## src/rtl/jtframe_cen_meter_if.sv

```systemverilog
// Bus bundle for jtframe_cen_meter: measurement request, sampled cen stream and results.
interface jtframe_cen_meter_if #(
  parameter int unsigned W = 10
);
  logic         cen;
  logic         start;
  logic [W-1:0] m;
  logic [W-1:0] n;
  logic         valid;
  logic         busy;
  logic         err;
  logic [W-1:0] min_gap;
  logic [W-1:0] max_gap;

  modport master (
    output cen, start, m,
    input  n, valid, busy, err, min_gap, max_gap
  );

  modport slave (
    input  cen, start, m,
    output n, valid, busy, err, min_gap, max_gap
  );
endinterface

```

## src/rtl/jtframe_cen_meter.sv

```systemverilog
// Counts cen pulses over an m-cycle window and reports n/m plus min/max pulse spacing.
// Define JTFRAME_CEN_GAP_EN to build the gap tracker; otherwise gaps read as constants.
module jtframe_cen_meter #(
  parameter int unsigned W = 10
) (
  input  logic                 clk,
  input  logic                 rst_n,
  jtframe_cen_meter_if.slave   bus
);

  localparam logic [1:0] ST_IDLE    = 2'd0;
  localparam logic [1:0] ST_MEASURE = 2'd1;
  localparam logic [1:0] ST_DONE    = 2'd2;

  logic [1:0]   state_q, state_d;
  logic [W-1:0] win_q, win_d;
  logic [W-1:0] cyc_q, cyc_d;
  logic [W-1:0] cnt_q, cnt_d;
  logic [W-1:0] n_q, n_d;
  logic         valid_q, valid_d;
  logic         busy_q, busy_d;
  logic         err_q, err_d;

  logic         accept_c;
  logic         meas_c;
  logic         last_c;
  logic [W-1:0] cnt_nx_c;

  assign accept_c = (state_q == ST_IDLE) && bus.start && (bus.m != '0);
  assign meas_c   = (state_q == ST_MEASURE);
  assign last_c   = meas_c && (cyc_q == win_q - W'(1));
  // Count can never pass m: one pulse per cycle at most.
  assign cnt_nx_c = cnt_q + W'(bus.cen);

  // Window sequencing, pulse count and result strobe
  always_comb begin
    state_d = state_q;
    win_d   = win_q;
    cyc_d   = cyc_q;
    cnt_d   = cnt_q;
    n_d     = n_q;
    valid_d = 1'b0;
    busy_d  = busy_q;
    err_d   = 1'b0;
    case (state_q)
      ST_IDLE: begin
        if (bus.start) begin
          if (accept_c) begin
            win_d   = bus.m;
            cyc_d   = '0;
            cnt_d   = '0;
            busy_d  = 1'b1;
            state_d = ST_MEASURE;
          end else begin
            err_d = 1'b1;
          end
        end
      end
      ST_MEASURE: begin
        cnt_d = cnt_nx_c;
        cyc_d = cyc_q + W'(1);
        if (last_c) begin
          state_d = ST_DONE;
          busy_d  = 1'b0;
          valid_d = 1'b1;
          n_d     = cnt_nx_c;
        end
      end
      ST_DONE: state_d = ST_IDLE;
      default: state_d = ST_IDLE;
    endcase
  end

  always_ff @(posedge clk or negedge rst_n) begin
    if (!rst_n) begin
      state_q <= ST_IDLE;
      win_q   <= '0;
      cyc_q   <= '0;
      cnt_q   <= '0;
      n_q     <= '0;
      valid_q <= 1'b0;
      busy_q  <= 1'b0;
      err_q   <= 1'b0;
    end else begin
      state_q <= state_d;
      win_q   <= win_d;
      cyc_q   <= cyc_d;
      cnt_q   <= cnt_d;
      n_q     <= n_d;
      valid_q <= valid_d;
      busy_q  <= busy_d;
      err_q   <= err_d;
    end
  end

  assign bus.n     = n_q;
  assign bus.valid = valid_q;
  assign bus.busy  = busy_q;
  assign bus.err   = err_q;

`ifdef JTFRAME_CEN_GAP_EN
  logic         seen_q, seen_d;
  logic [W-1:0] gap_q, gap_d;
  logic [W-1:0] wmin_q, wmin_d;
  logic [W-1:0] wmax_q, wmax_d;
  logic [W-1:0] min_gap_q, min_gap_d;
  logic [W-1:0] max_gap_q, max_gap_d;
  logic         gap_done_c;

  // gap_q holds the distance the next pulse would close; it starts at the first pulse.
  always_comb begin
    seen_d     = seen_q;
    gap_d      = gap_q;
    wmin_d     = wmin_q;
    wmax_d     = wmax_q;
    min_gap_d  = min_gap_q;
    max_gap_d  = max_gap_q;
    gap_done_c = meas_c && bus.cen && seen_q;
    if (accept_c) begin
      seen_d = 1'b0;
      gap_d  = '0;
      wmin_d = '1;
      wmax_d = '0;
    end else if (meas_c) begin
      if (bus.cen) begin
        seen_d = 1'b1;
        gap_d  = W'(1);
      end else if (seen_q && (gap_q != '1)) begin
        gap_d = gap_q + W'(1);
      end
      if (gap_done_c && (gap_q < wmin_q)) wmin_d = gap_q;
      if (gap_done_c && (gap_q > wmax_q)) wmax_d = gap_q;
      if (last_c) begin
        min_gap_d = wmin_d;
        max_gap_d = wmax_d;
      end
    end
  end

  always_ff @(posedge clk or negedge rst_n) begin
    if (!rst_n) begin
      seen_q    <= 1'b0;
      gap_q     <= '0;
      wmin_q    <= '1;
      wmax_q    <= '0;
      min_gap_q <= '1;
      max_gap_q <= '0;
    end else begin
      seen_q    <= seen_d;
      gap_q     <= gap_d;
      wmin_q    <= wmin_d;
      wmax_q    <= wmax_d;
      min_gap_q <= min_gap_d;
      max_gap_q <= max_gap_d;
    end
  end

  assign bus.min_gap = min_gap_q;
  assign bus.max_gap = max_gap_q;
`else
  assign bus.min_gap = '1;
  assign bus.max_gap = '0;
`endif

endmodule

```

## src/flat_wrapper.sv

```systemverilog
// flat-port wrapper written by rule: the top's interface ports become plain ports
module jtframe_cen_meter_flat 
#(
  parameter int unsigned W = 10
)
  (clk, rst_n, bus_cen, bus_start, bus_m, bus_n, bus_valid, bus_busy, bus_err, bus_min_gap, bus_max_gap);
  jtframe_cen_meter_if #(.W(W)) bus_i ();
  input  logic clk;
  input  logic rst_n;
  input wire logic [$bits(bus_i.cen)-1:0] bus_cen;
  input wire logic [$bits(bus_i.start)-1:0] bus_start;
  input wire logic [$bits(bus_i.m)-1:0] bus_m;
  output wire logic [$bits(bus_i.n)-1:0] bus_n;
  output wire logic [$bits(bus_i.valid)-1:0] bus_valid;
  output wire logic [$bits(bus_i.busy)-1:0] bus_busy;
  output wire logic [$bits(bus_i.err)-1:0] bus_err;
  output wire logic [$bits(bus_i.min_gap)-1:0] bus_min_gap;
  output wire logic [$bits(bus_i.max_gap)-1:0] bus_max_gap;
  assign bus_i.cen = bus_cen;
  assign bus_i.start = bus_start;
  assign bus_i.m = bus_m;
  assign bus_n = bus_i.n;
  assign bus_valid = bus_i.valid;
  assign bus_busy = bus_i.busy;
  assign bus_err = bus_i.err;
  assign bus_min_gap = bus_i.min_gap;
  assign bus_max_gap = bus_i.max_gap;
  jtframe_cen_meter #(.W(W)) u_core (.clk(clk), .rst_n(rst_n), .bus(bus_i));
endmodule
```

## config.mk

```make
export PLATFORM = sky130hd
export DESIGN_NAME = jtframe_cen_meter_flat
export DESIGN_NICKNAME = d
export VERILOG_FILES = /design/src/rtl/jtframe_cen_meter_if.sv /design/src/rtl/jtframe_cen_meter.sv /design/src/flat_wrapper.sv
export SDC_FILE = /design/constraint.sdc
export NUM_CORES = 1
export LEC_CHECK = 0
export BUFFER_PORTS_ARGS = -buffer_cell sky130_fd_sc_hd__buf_4
export CORE_MARGIN = 1.5
export CORE_UTILIZATION = 60
export CTS_CLUSTER_SIZE = 14
export DETAILED_ROUTE_END_ITERATION = 6
export PLACE_DENSITY = 0.85
export SLEW_MARGIN = 20
export SYNTH_ARGS = -nofsm -noshare
export SYNTH_HDL_FRONTEND = slang
export SYNTH_SLANG_ARGS = --single-unit
```

## constraint.sdc

```tcl
create_clock -name clk -period 3.3 [get_ports clk]
set_input_delay 0.33 -clock clk [delete_from_list [all_inputs] [get_ports clk]]
set_output_delay 0.33 -clock clk [all_outputs]
set_load 0.005 [all_outputs]
```

==> run metrics <==
status=complete, no violations; FMAX=470 MHz; overall routed net length=about 4.7 mm; register area share after synthesis=approximately 45%; Yosys reg bits=45; Slew @ Worst Pin=approximately 0.70 ns; Final min period=roughly 2.1 ns; Clock transition at path regs=approximately 0.08 ns; CTS tree=built; ys async rst share=100%; DP HPWL=about 3.4 mm; setup TNS=0 ns; # IOs=between 40 and 50; Syn Std Cell Area=0.00253 sq mm; RR Endpoint=u_core.bus.n[8]; via count=1,824; top_reg_cell synth=dfrtp_1; Post-synth EDFFs=0; antenna viol nets, final=0; Max Buffers Root-to-Sink=2; Met3 Wirelength=between 150 and 200 microns; Rel. slew slack=between 50 and 60%; Critical Path AT=2.32 ns; die area=~0.0046 sq mm; count leader, synth=dfrtp_1; Final Max Slew Viols=0; Netlist cell types=between 40 and 50; starting density of the core=between 60% and 70%; core region area=about 0.0040 sq mm; FF-to-FF path depth=6; largest net degree at the start of global routing=46; hold_buf cts=0; crit path launch=u_core.win_q[2]; first-pass GRT wire length=7.56 mm; initial DRC count=63; Setup Viol. Count Final=0; area leader, netlist=dfrtp_1; share of cells above drive strength 1=a little over a fifth; grt ovf=0; Final Hold Fails=0; critical-path maximum fanout=13; Die Y=between 60 and 70 microns; Worst Setup End Kind=flop; nets=300; Syn Area/Cell=roughly 9.8 sq um; Worst Skew=a little over 0.006 ns; ranking of synthesized cells by area=dfrtp_1 (45%), buf_4 (5.9%), xor2_1 (5.5%); uppermost layer routed=met4; Std-Cell Rows=23; Synth-to-Final Area Change=9.31%; Post-Syn Instances=258; Routed WL per cell=~14 microns; # H-tree levels=2; initial antenna violation count=0; die width=~68 microns; final period utilization=64.5%; Synthesis Warnings=0; clk sink count=45; RSZ-0062 raised after global routing=no; via count of the first global-routing pass=around 1,600; # diodes=0; P_leak=1.37 nW; Finished Layout Cells=around 330; Critical R2R Launch=u_core.win_q[2]; Commonest cells post-synth=dfrtp_1 (45), nand2_1 (28), o21ai_0 (25); power per cell area=~730 mW/mm^2; area share of the largest cell type after synthesis=between 40 and 50%; DRC viols=0; fin util=approximately 69%; peak supply drop=0.515 mV; port buffer count=26; Req. time, crit path=~3.5 ns; CP Launch Type=flop; R2R setup slack=~1.2 ns; worst-skew pair later-pin latency=~0.3 ns; TritonCTS Buffers=5; post-CTS sizing=0; drt via density=around 5.5; met1 WL=between 2 and 2.5 mm; root buffer cell=clkbuf_8; drt pass-1 iters=4; max cap viols=0; WL met2=2.20 mm; GPL Wtd Cong=between 0.8 and 0.9; All-Layer GR Usage=between 20 and 25%; Setup Fix Bufs, Post-CTS=0; Placed Cells=325; worst hold path class=input pin to asynchronous set/reset pin; critical path class=flop to flop
layout by cell type (no fill, tap or decap), types with 4 or more instances in the layout:
master,n
ha_1,4
xor2_1,16
mux2_4,7
mux2_2,9
nand4_1,6
nand2_1,28
a21oi_1,4
o21ai_0,25
xnor2_1,7
clkbuf_8,5
nor2_1,21
buf_4,29
conb_1,20
dfrtp_1,45
nand3_1,8
inv_1,7
report_power, final:
group | internal [mW] | switching, mW | total [mW] | leakage (nW)
registers | 0.713 | 0.205 | 0.918 | 0.581
logic | 0.369 | 0.407 | 0.775 | 0.741
clock network | 0.146 | 0.188 | 0.334 | 0.0439
state kept, by name, summed over array words and instances (netlist names):
signal,count
u_core.bus.valid,1
u_core.bus.busy,1
u_core.bus.err,1
u_core.win_q,10
u_core.bus.n,10
u_core.state_q,2
u_core.cyc_q,10
u_core.cnt_q,10
how the worst max path moves through the flow:
stage / slack (ns) / end / depth (start not counted)
final: 1.17 / u_core.bus.n[8] / 6
after global routing: 1.01 / u_core.cnt_q[7] / 5
after CTS: 1.18 / u_core.bus.n[7] / 6
after detailed placement: 1.19 / u_core.bus.n[7] / 6
after global placement: 1.18 / u_core.bus.n[8] / 8
after floorplan: 1.33 / u_core.bus.n[2] / 7
per-stage QoR:
step	setup slack (ns)	hold slack [ns]	power, mW	cell area [sq um]
2_1_floorplan	1.33	0.0344	1.51	2590
3_3_place_gp	1.18	0.358	1.66	2680
3_5_place_dp	1.19	0.362	1.70	2680
4_1_cts	1.18	0.0295	2.03	2760
5_1_grt	1.01	0.0465	2.18	2760
6_report	1.17	0.00572	2.03	2760
worst max-delay path, stage by stage, from the launching register on:
cell and delay (ns):
dfrtp_1 0.44, nor3_2 0.21, nand3_1 0.12, or4b_1 0.49
nand3_2 0.10, nand4_4 0.26, mux2_4 0.39
cell type report:
cell class	instances	area, sq um
Clock buffer	5	68.8
Clock inverter	3	17.5
Fill cell	327	1270
Inverter	7	26.3
Multi-Input combinational cell	194	1240
Sequential cell	45	1130
Tap cell	50	62.6
Timing Repair Buffer	29	218
per-layer routing:
layer / global-route usage, % / vias up
met1: 30.0 / 884
met5: 0 / -
li1: - / 890
met4: 8.75 / 0
met3: 4.77 / 8
met2: 35.9 / 42
cells by family (layout without fill, tap and decap cells):
logic type	Yosys count	in the layout	synth area share (%)
simple gates	93	93	19.6
flops	45	45	44.6
compound gates	38	38	8.57
buf+inv	37	44	8.91
xor+xnor	23	23	7.97
mux	16	16	8.17
fa+ha+maj	4	4	1.98
other cells	2	20	0.297
Note: power is estimated with default switching activity, not from simulation.
